`src/rtl/idct_sched_pkg.sv`:
```
// Shared encodings and helpers for the IDCT MCU scheduler.
package idct_sched_pkg;

    typedef enum logic [1:0] {
        S_IDLE = 2'd0,
        S_Y    = 2'd1,
        S_U    = 2'd2,
        S_V    = 2'd3
    } sched_state_e;

    localparam logic [1:0] COMP_Y = 2'd0;
    localparam logic [1:0] COMP_U = 2'd1;
    localparam logic [1:0] COMP_V = 2'd2;

    localparam logic QT_LUMA   = 1'b0;
    localparam logic QT_CHROMA = 1'b1;

    // Beats needed to move one block when several coefficients travel per beat.
    function automatic int unsigned calc_beats(input int unsigned blk_size,
                                               input int unsigned px,
                                               input int unsigned py);
        return blk_size / (px * py);
    endfunction

    // Luma block count of an MCU: 0 means 1, anything above the maximum saturates.
    function automatic logic [2:0] clamp_y_blocks(input logic [2:0] cfg,
                                                  input logic [2:0] max_blocks);
        logic [2:0] res;
        res = cfg;
        if (cfg == 3'd0) begin
            res = 3'd1;
        end else if (cfg > max_blocks) begin
            res = max_blocks;
        end
        return res;
    endfunction

endpackage

```
`src/rtl/idct_blk_counter.sv`:
```
// Beat counter for one block: advances on each accepted beat and wraps after the last one.
module idct_blk_counter #(
    parameter int unsigned BEATS = 64,
    parameter int unsigned CNT_W = 6
) (
    input  logic             r_sysclk,
    input  logic             r_srst,
    input  logic             adv,
    output logic [CNT_W-1:0] cnt,
    output logic             last_c
);

    localparam logic [CNT_W-1:0] LAST_BEAT = CNT_W'(BEATS - 1);

    assign last_c = (cnt == LAST_BEAT);

    // Count accepted beats and return to zero after the final beat of the block.
    always_ff @(posedge r_sysclk or posedge r_srst) begin
        if (r_srst) begin
            cnt <= '0;
        end else if (adv) begin
            cnt <= last_c ? '0 : cnt + CNT_W'(1);
        end
    end

endmodule

```
`src/rtl/idct_mcu_scheduler.sv`:
```
// Shares one dq_idct input between the Y, U and V coefficient buffers in MCU order
// (Y0..Y(N-1), U, V), holding the grant for a whole block.
// Optional IDCT_MCU_SCHEDULER_PERF_EN adds a saturating stall-cycle counter output.
module idct_mcu_scheduler
    import idct_sched_pkg::*;
#(
    parameter int unsigned DATA_W       = 16,
    parameter int unsigned PX_OUT       = 1,
    parameter int unsigned PY_OUT       = 1,
    parameter int unsigned BLK_SIZE     = 64,
    parameter int unsigned Y_BLOCKS_MAX = 4
) (
    input  logic                              r_srst,
    input  logic                              r_sysclk,
    input  logic                              i_en,
    input  logic [2:0]                        i_cfg_y_blocks,
    input  logic                              i_Y_nempty,
    input  logic                              i_U_nempty,
    input  logic                              i_V_nempty,
    input  logic [PY_OUT*PX_OUT*DATA_W-1:0]   i_Y_md,
    input  logic [PY_OUT*PX_OUT*DATA_W-1:0]   i_U_md,
    input  logic [PY_OUT*PX_OUT*DATA_W-1:0]   i_V_md,
    output logic                              o_Y_re,
    output logic                              o_U_re,
    output logic                              o_V_re,
    input  logic [2:0]                        i_lb_full,
    output logic                              o_de,
    output logic [PY_OUT*PX_OUT*DATA_W-1:0]   o_md,
    input  logic                              i_re,
    output logic [1:0]                        o_comp,
    output logic                              o_qt_sel,
    output logic                              o_blk_start,
    output logic                              o_mcu_done
`ifdef IDCT_MCU_SCHEDULER_PERF_EN
    ,
    output logic [31:0]                       o_stall_cnt
`endif
);

    localparam int unsigned BEATS  = calc_beats(BLK_SIZE, PX_OUT, PY_OUT);
    localparam int unsigned BEAT_W = (BEATS > 1) ? $clog2(BEATS) : 1;
    localparam logic [2:0]  Y_MAX  = 3'(Y_BLOCKS_MAX);

    sched_state_e      state_q, state_d;
    logic [2:0]        cfg_q, cfg_d;
    logic [1:0]        y_cnt_q, y_cnt_d;
    logic              mcu_done_d;
    logic              sel_nempty;
    logic              sel_full;
    logic              accept;
    logic              blk_end;
    logic [BEAT_W-1:0] beat_cnt;
    logic              beat_last_c;

    idct_blk_counter #(
        .BEATS (BEATS),
        .CNT_W (BEAT_W)
    ) u_blk_counter (
        .r_sysclk (r_sysclk),
        .r_srst   (r_srst),
        .adv      (accept),
        .cnt      (beat_cnt),
        .last_c   (beat_last_c)
    );

    // Route the granted plane's status and data; nothing is granted while idle.
    always_comb begin
        sel_nempty = 1'b0;
        sel_full   = 1'b0;
        o_md       = i_Y_md;
        o_comp     = COMP_Y;
        o_qt_sel   = QT_LUMA;
        case (state_q)
            S_Y: begin
                sel_nempty = i_Y_nempty;
                sel_full   = i_lb_full[0];
            end
            S_U: begin
                sel_nempty = i_U_nempty;
                sel_full   = i_lb_full[1];
                o_md       = i_U_md;
                o_comp     = COMP_U;
                o_qt_sel   = QT_CHROMA;
            end
            S_V: begin
                sel_nempty = i_V_nempty;
                sel_full   = i_lb_full[2];
                o_md       = i_V_md;
                o_comp     = COMP_V;
                o_qt_sel   = QT_CHROMA;
            end
            default: ;
        endcase
    end

    assign o_de        = sel_nempty & ~sel_full & (state_q != S_IDLE);
    assign accept      = o_de & i_re;
    assign blk_end     = accept & beat_last_c;
    assign o_blk_start = o_de & (beat_cnt == '0);
    assign o_Y_re      = accept & (state_q == S_Y);
    assign o_U_re      = accept & (state_q == S_U);
    assign o_V_re      = accept & (state_q == S_V);

    // MCU sequencing: next state, luma block index and configuration latch.
    always_comb begin
        state_d    = state_q;
        cfg_d      = cfg_q;
        y_cnt_d    = y_cnt_q;
        mcu_done_d = 1'b0;
        case (state_q)
            S_IDLE: begin
                if (i_en) begin
                    state_d = S_Y;
                    cfg_d   = clamp_y_blocks(i_cfg_y_blocks, Y_MAX);
                end
            end
            S_Y: begin
                if (blk_end) begin
                    if (3'(y_cnt_q) == cfg_q - 3'd1) begin
                        state_d = S_U;
                        y_cnt_d = 2'd0;
                    end else begin
                        y_cnt_d = y_cnt_q + 2'd1;
                    end
                end
            end
            S_U: begin
                if (blk_end) begin
                    state_d = S_V;
                end
            end
            S_V: begin
                if (blk_end) begin
                    mcu_done_d = 1'b1;
                    if (i_en) begin
                        state_d = S_Y;
                        cfg_d   = clamp_y_blocks(i_cfg_y_blocks, Y_MAX);
                    end else begin
                        state_d = S_IDLE;
                    end
                end
            end
            default: state_d = S_IDLE;
        endcase
    end

    // Sequencer registers; reset discards any partially read block.
    always_ff @(posedge r_sysclk or posedge r_srst) begin
        if (r_srst) begin
            state_q    <= S_IDLE;
            cfg_q      <= 3'd1;
            y_cnt_q    <= 2'd0;
            o_mcu_done <= 1'b0;
        end else begin
            state_q    <= state_d;
            cfg_q      <= cfg_d;
            y_cnt_q    <= y_cnt_d;
            o_mcu_done <= mcu_done_d;
        end
    end

`ifdef IDCT_MCU_SCHEDULER_PERF_EN
    // Saturating count of active cycles without an accepted beat, cleared at MCU start from idle.
    always_ff @(posedge r_sysclk or posedge r_srst) begin
        if (r_srst) begin
            o_stall_cnt <= 32'd0;
        end else if ((state_q == S_IDLE) && i_en) begin
            o_stall_cnt <= 32'd0;
        end else if ((state_q != S_IDLE) && !accept && (o_stall_cnt != 32'hFFFF_FFFF)) begin
            o_stall_cnt <= o_stall_cnt + 32'd1;
        end
    end
`endif

endmodule
```
`config.mk`:
```
export PLATFORM = sky130hd
export DESIGN_NAME = idct_mcu_scheduler
export DESIGN_NICKNAME = d
export VERILOG_FILES = /design/src/rtl/idct_sched_pkg.sv /design/src/rtl/idct_blk_counter.sv /design/src/rtl/idct_mcu_scheduler.sv
export SDC_FILE = /design/constraint.sdc
export NUM_CORES = 1
export LEC_CHECK = 0
export ABC_CLOCK_PERIOD_IN_PS = 6200
export CELL_PAD_IN_SITES_DETAIL_PLACEMENT = 2
export CELL_PAD_IN_SITES_GLOBAL_PLACEMENT = 2
export CORE_MARGIN = 2
export CORE_UTILIZATION = 20
export DETAILED_ROUTE_END_ITERATION = 8
export GPL_TIMING_DRIVEN = 0
export HOLD_SLACK_MARGIN = 0.02
export PLACE_DENSITY_LB_ADDON = 0.1
export RECOVER_POWER = 50
export SYNTH_ARGS = -nofsm -noshare
export SYNTH_HDL_FRONTEND = slang
export SYNTH_HIERARCHICAL = 1
export SYNTH_SLANG_ARGS = --single-unit
export TNS_END_PERCENT = 50
```
`constraint.sdc`:
```
create_clock -name r_sysclk -period 6.2 [get_ports r_sysclk]
set_clock_uncertainty 0.2 [all_clocks]
set_input_delay 1.55 -clock r_sysclk [delete_from_list [all_inputs] [get_ports r_sysclk]]
set_output_delay 1.55 -clock r_sysclk [all_outputs]
set_load 0.01 [all_outputs]
```
==> results of run 1 <==
==> cell families (layout without fill, tap and decap cells) <==
family          count (synthesis)  count (layout)  share of synthesized area
flops                          14              14                     0.2686
compound gates                 44              44                     0.2658
buf+inv                        23             111                    0.08316
xor+xnor                        5               5                    0.03347
simple gates                   68              68                     0.2562
mux                             2               2                    0.01625
fa+ha+maj                       8               8                    0.07648
==> worst max path at each step <==
| stage | start | end | slack [ns] | depth (start not counted) |
|---|---|---|---|---|
| global route | i_V_nempty | o_V_re | 0.63 | 6 |
| floorplan | i_lb_full[2] | o_U_re | 1.92 | 4 |
| global placement | i_lb_full[2] | o_V_re | 0.82 | 6 |
| finish | i_V_nempty | o_V_re | 0.78 | 6 |
| detailed placement | i_lb_full[2] | o_V_re | 0.82 | 6 |
| CTS | i_lb_full[2] | o_V_re | 0.81 | 6 |
==> layout make-up <==
class	count	share of cell area
Buffer	10	0.02624
Tap cell	77	0.04210
Multi-Input combinational cell	127	0.3652
Sequential cell	14	0.1536
Clock buffer	4	0.02406
Timing Repair Buffer	84	0.3674
Inverter	13	0.02132
==> per-layer routing <==
layer  up-vias  GRT usage  part of all wire
met2        71     0.2505              0.46
li1        762          -                 -
met5         -          0                 0
met1       772     0.1812              0.41
met3         6    0.07393              0.12
met4         0    0.04329             0.013
==> synthesized netlist by cell type (all sizes together), types with 2 or more instances <==
cell type and count:
nand2 41, a22oi 16, dfrtp 13, inv 13
ha 8, clkbuf 6, o21ai 6, and3 4
buf 4, nor2 4, a21o 3, a41o 3
and2 3, nand3 3, xnor2 3, nand2b 2
nand4 2, nor3 2, o211ai 2, o31ai 2
xor2 2
==> power groups by stage <==
stage	combinational, mW	clock, mW	sequential, mW
5_1_grt	0.686	0.0997	0.169
4_1_cts	0.637	0.0945	0.162
2_1_floorplan	0.353	0	0.151
3_3_place_gp	0.626	0	0.161
3_5_place_dp	0.631	0	0.164
6_report	0.612	0.0933	0.162
==> flip-flops by register name, indices dropped and copies added (netlist names) <==
name,cells
o_mcu_done,1
cfg_q,3
y_cnt_q,2
state_q,2
u_blk_counter/cnt,6
==> results.md, run 1 <==
- ANT cells: 0
- Place WS: 0.8196 ns
- RR Startpoint: state_q[1]$_DFFE_PP0P_
- Layout net count: roughly 320
- RR Endpoint: u_blk_counter/cnt[5]$_DFFE_PP0P_
- Design area: 2288 µm²
- Share of cells above drive strength 1: 0.05556
- Post-synth EDFFs: 0
- Post-synth ARST share: 1.000
- Vias in the first global route: 1,831
- Clock latency on the worst-skew pair: between 0.2 and 0.3 ns
- Sequential Power Share: 0.187
- Syn Inst Count: 164
- HP Start: y_cnt_q[1]$_DFFE_PP0P_
- Crit. End Element: output pin
- Post-Syn Nets: around 230
- Final WL: 5357 µm
- Reg2Reg Depth: 9
- Area grow syn2layout: 74.86%
- Yosys warning total: 6
- Yosys top cell by area: dfrtp_1
- # setup viols final: 0
- I/O pin count: 86
- Gr ovfl total: 0
- Critical-path top delay cell: a222oi_1
- IO buf count: 84
- Yosys reg bits: 14
- Worst Setup Path Type: in -> out
- Clock network fraction of design power: 0.108
- Post-Route Utilization: 0.3604
- Via count: 1,611
- RePlAce Congestion: 0.7061
- DP Cell Count: 325
- Crit-path cells: dlygate4sd3_1, a222oi_1, nor4b_4, buf_6, and2_1, clkdlybuf4s50_1
- Max clock buf depth: 2
- Hold slack final: 0.3394 ns
- Fill count: 735
- Worst VDD drop: 0.1188 mV
- Commonest non-fill, non-tap cells in the layout: clkdlybuf4s50_1 (80), nand2_1 (41), a22oi_1 (16)
- Worst Path Max Fanout: 16
- Pwr Density: about 380 nW/µm²
- Starting DRC count in detailed routing: 53
- H-tree levels: 1
- Worst hold endpoint: y_cnt_q[1]$_DFFE_PP0P_
- Slew margin rel.: 0.6107
- Total track usage: 0.1539
- Die Area: 7207 µm²
- Post-cts sizing count: 0
- Clk pin slew, worst setup/hold paths: 0.06 ns
- Most common cell after layout, fill and taps aside: clkdlybuf4s50_1
- Setup TNS: 0 ns
- P_int: 0.4841 mW
- Antenna violations before repair: 0
- CTS Sinks: 14
- Mapped Area: around 1300 µm²
- Die X: between 80 and 90 µm
- Status: finished, final reports clean
- Initial Utilization: 0.2061
- Sequential area share after synthesis: 0.2686
- Slowest cell delay on critical path: between 0.5 and 0.6 ns
- Final worst slack: between 0.7 and 0.8 ns
- Final worst-path cycle share: 0.8744
- Max-slew violations: 0
- Row count: 29
- Net Switching: 0.3828 mW
- Post-synth top area share: 0.2486
- Vias per cell: 4.897
- Critical Path RT: 4.45 ns
- Min Tclk post-route: 5.421 ns
- TritonRoute pass-1 iters: 4
- CTS tree: built
- Area of the multi-input gates: ~840 µm²
- Crit path max-delay family: buffers and inverters
- Post-CTS Setup Bufs: 0
- DRC: 0
- TritonCTS Buffers: 3
- Wire length per cell: ~16 µm
- Total power draw: 0.8669 mW
- Hold_buf cts: 0
- Reg area: 351.6 µm²
- WP data arrival: about 3.7 ns
- Ranking of synthesized cells by area: dfrtp_1 (25%), nand2_1 (12%), a22oi_1 (9.2%)
- R2R Setup Slk: 3.44 ns
- First-pass GRT wire length: 8845 µm
- Critical path buffer and inverter count: 3
- Comb pwr share: 0.706
- Hold Crit Class: reg -> reg
- Most used DFF post-synth: dfrtp_1
- Final Instance Count excl. Fillers: 329
- FMAX: 184.5 MHz
- Clock Tree Root: clkbuf_8
- Sw frac: 0.4415
- Die Y: 84.90 µm
- Lkg Pwr: roughly 1.0 nW
- Hpwl dp: 4400 µm
- Post-DP Area: 2246 µm²
- Worst Hold Depth: 1
- Crit path launch type: input port
- Post-synth cell types: 47
- Unrepaired setup endpoints after global routing: false
- Worst-margin pin slew: 0.5840 ns
- Largest net degree at the start of global routing: 17
- Core footprint: between 6000 and 7000 µm²
- Synth Area per Inst: roughly 8 µm²
- Final hold viol count: 0
- Max-capacitance violation count: 0
- Final ANT Viol Nets: 0
Note: power is estimated with default switching activity, not from simulation.
==> run 2: changes to the inputs <==
--- a/config.mk
+++ b/config.mk
@@ -6,6 +6,7 @@
 export NUM_CORES = 1
 export LEC_CHECK = 0
 export ABC_CLOCK_PERIOD_IN_PS = 6200
+export CAP_MARGIN = 15
 export CELL_PAD_IN_SITES_DETAIL_PLACEMENT = 2
 export CELL_PAD_IN_SITES_GLOBAL_PLACEMENT = 2
 export CORE_MARGIN = 2
==> results of run 2 <==
Same layout as run 1: the final DEF is identical, and so are final timing and power.
==> run 3: changes to the inputs <==
==> constraint.sdc (replaced) <==
create_clock -name r_sysclk -period 6.2 [get_ports r_sysclk]
set_clock_uncertainty 0.2 [all_clocks]
set_input_delay 1.55 -clock r_sysclk [delete_from_list [all_inputs] [get_ports r_sysclk]]
set_output_delay 1.55 -clock r_sysclk [all_outputs]
set_load 0.005 [all_outputs]
==> results of run 3 <==
Same layout as run 1 (identical final DEF). Status: finished, final reports clean.
Main changes from that run: setup slack after placement 0.8196 ns -> 0.8536 ns; setup slack after layout 0.7787 ns -> 0.8086 ns; total power 0.8669 mW -> 0.8379 mW; worst IR drop on VDD 0.1188 mV -> 0.1183 mV
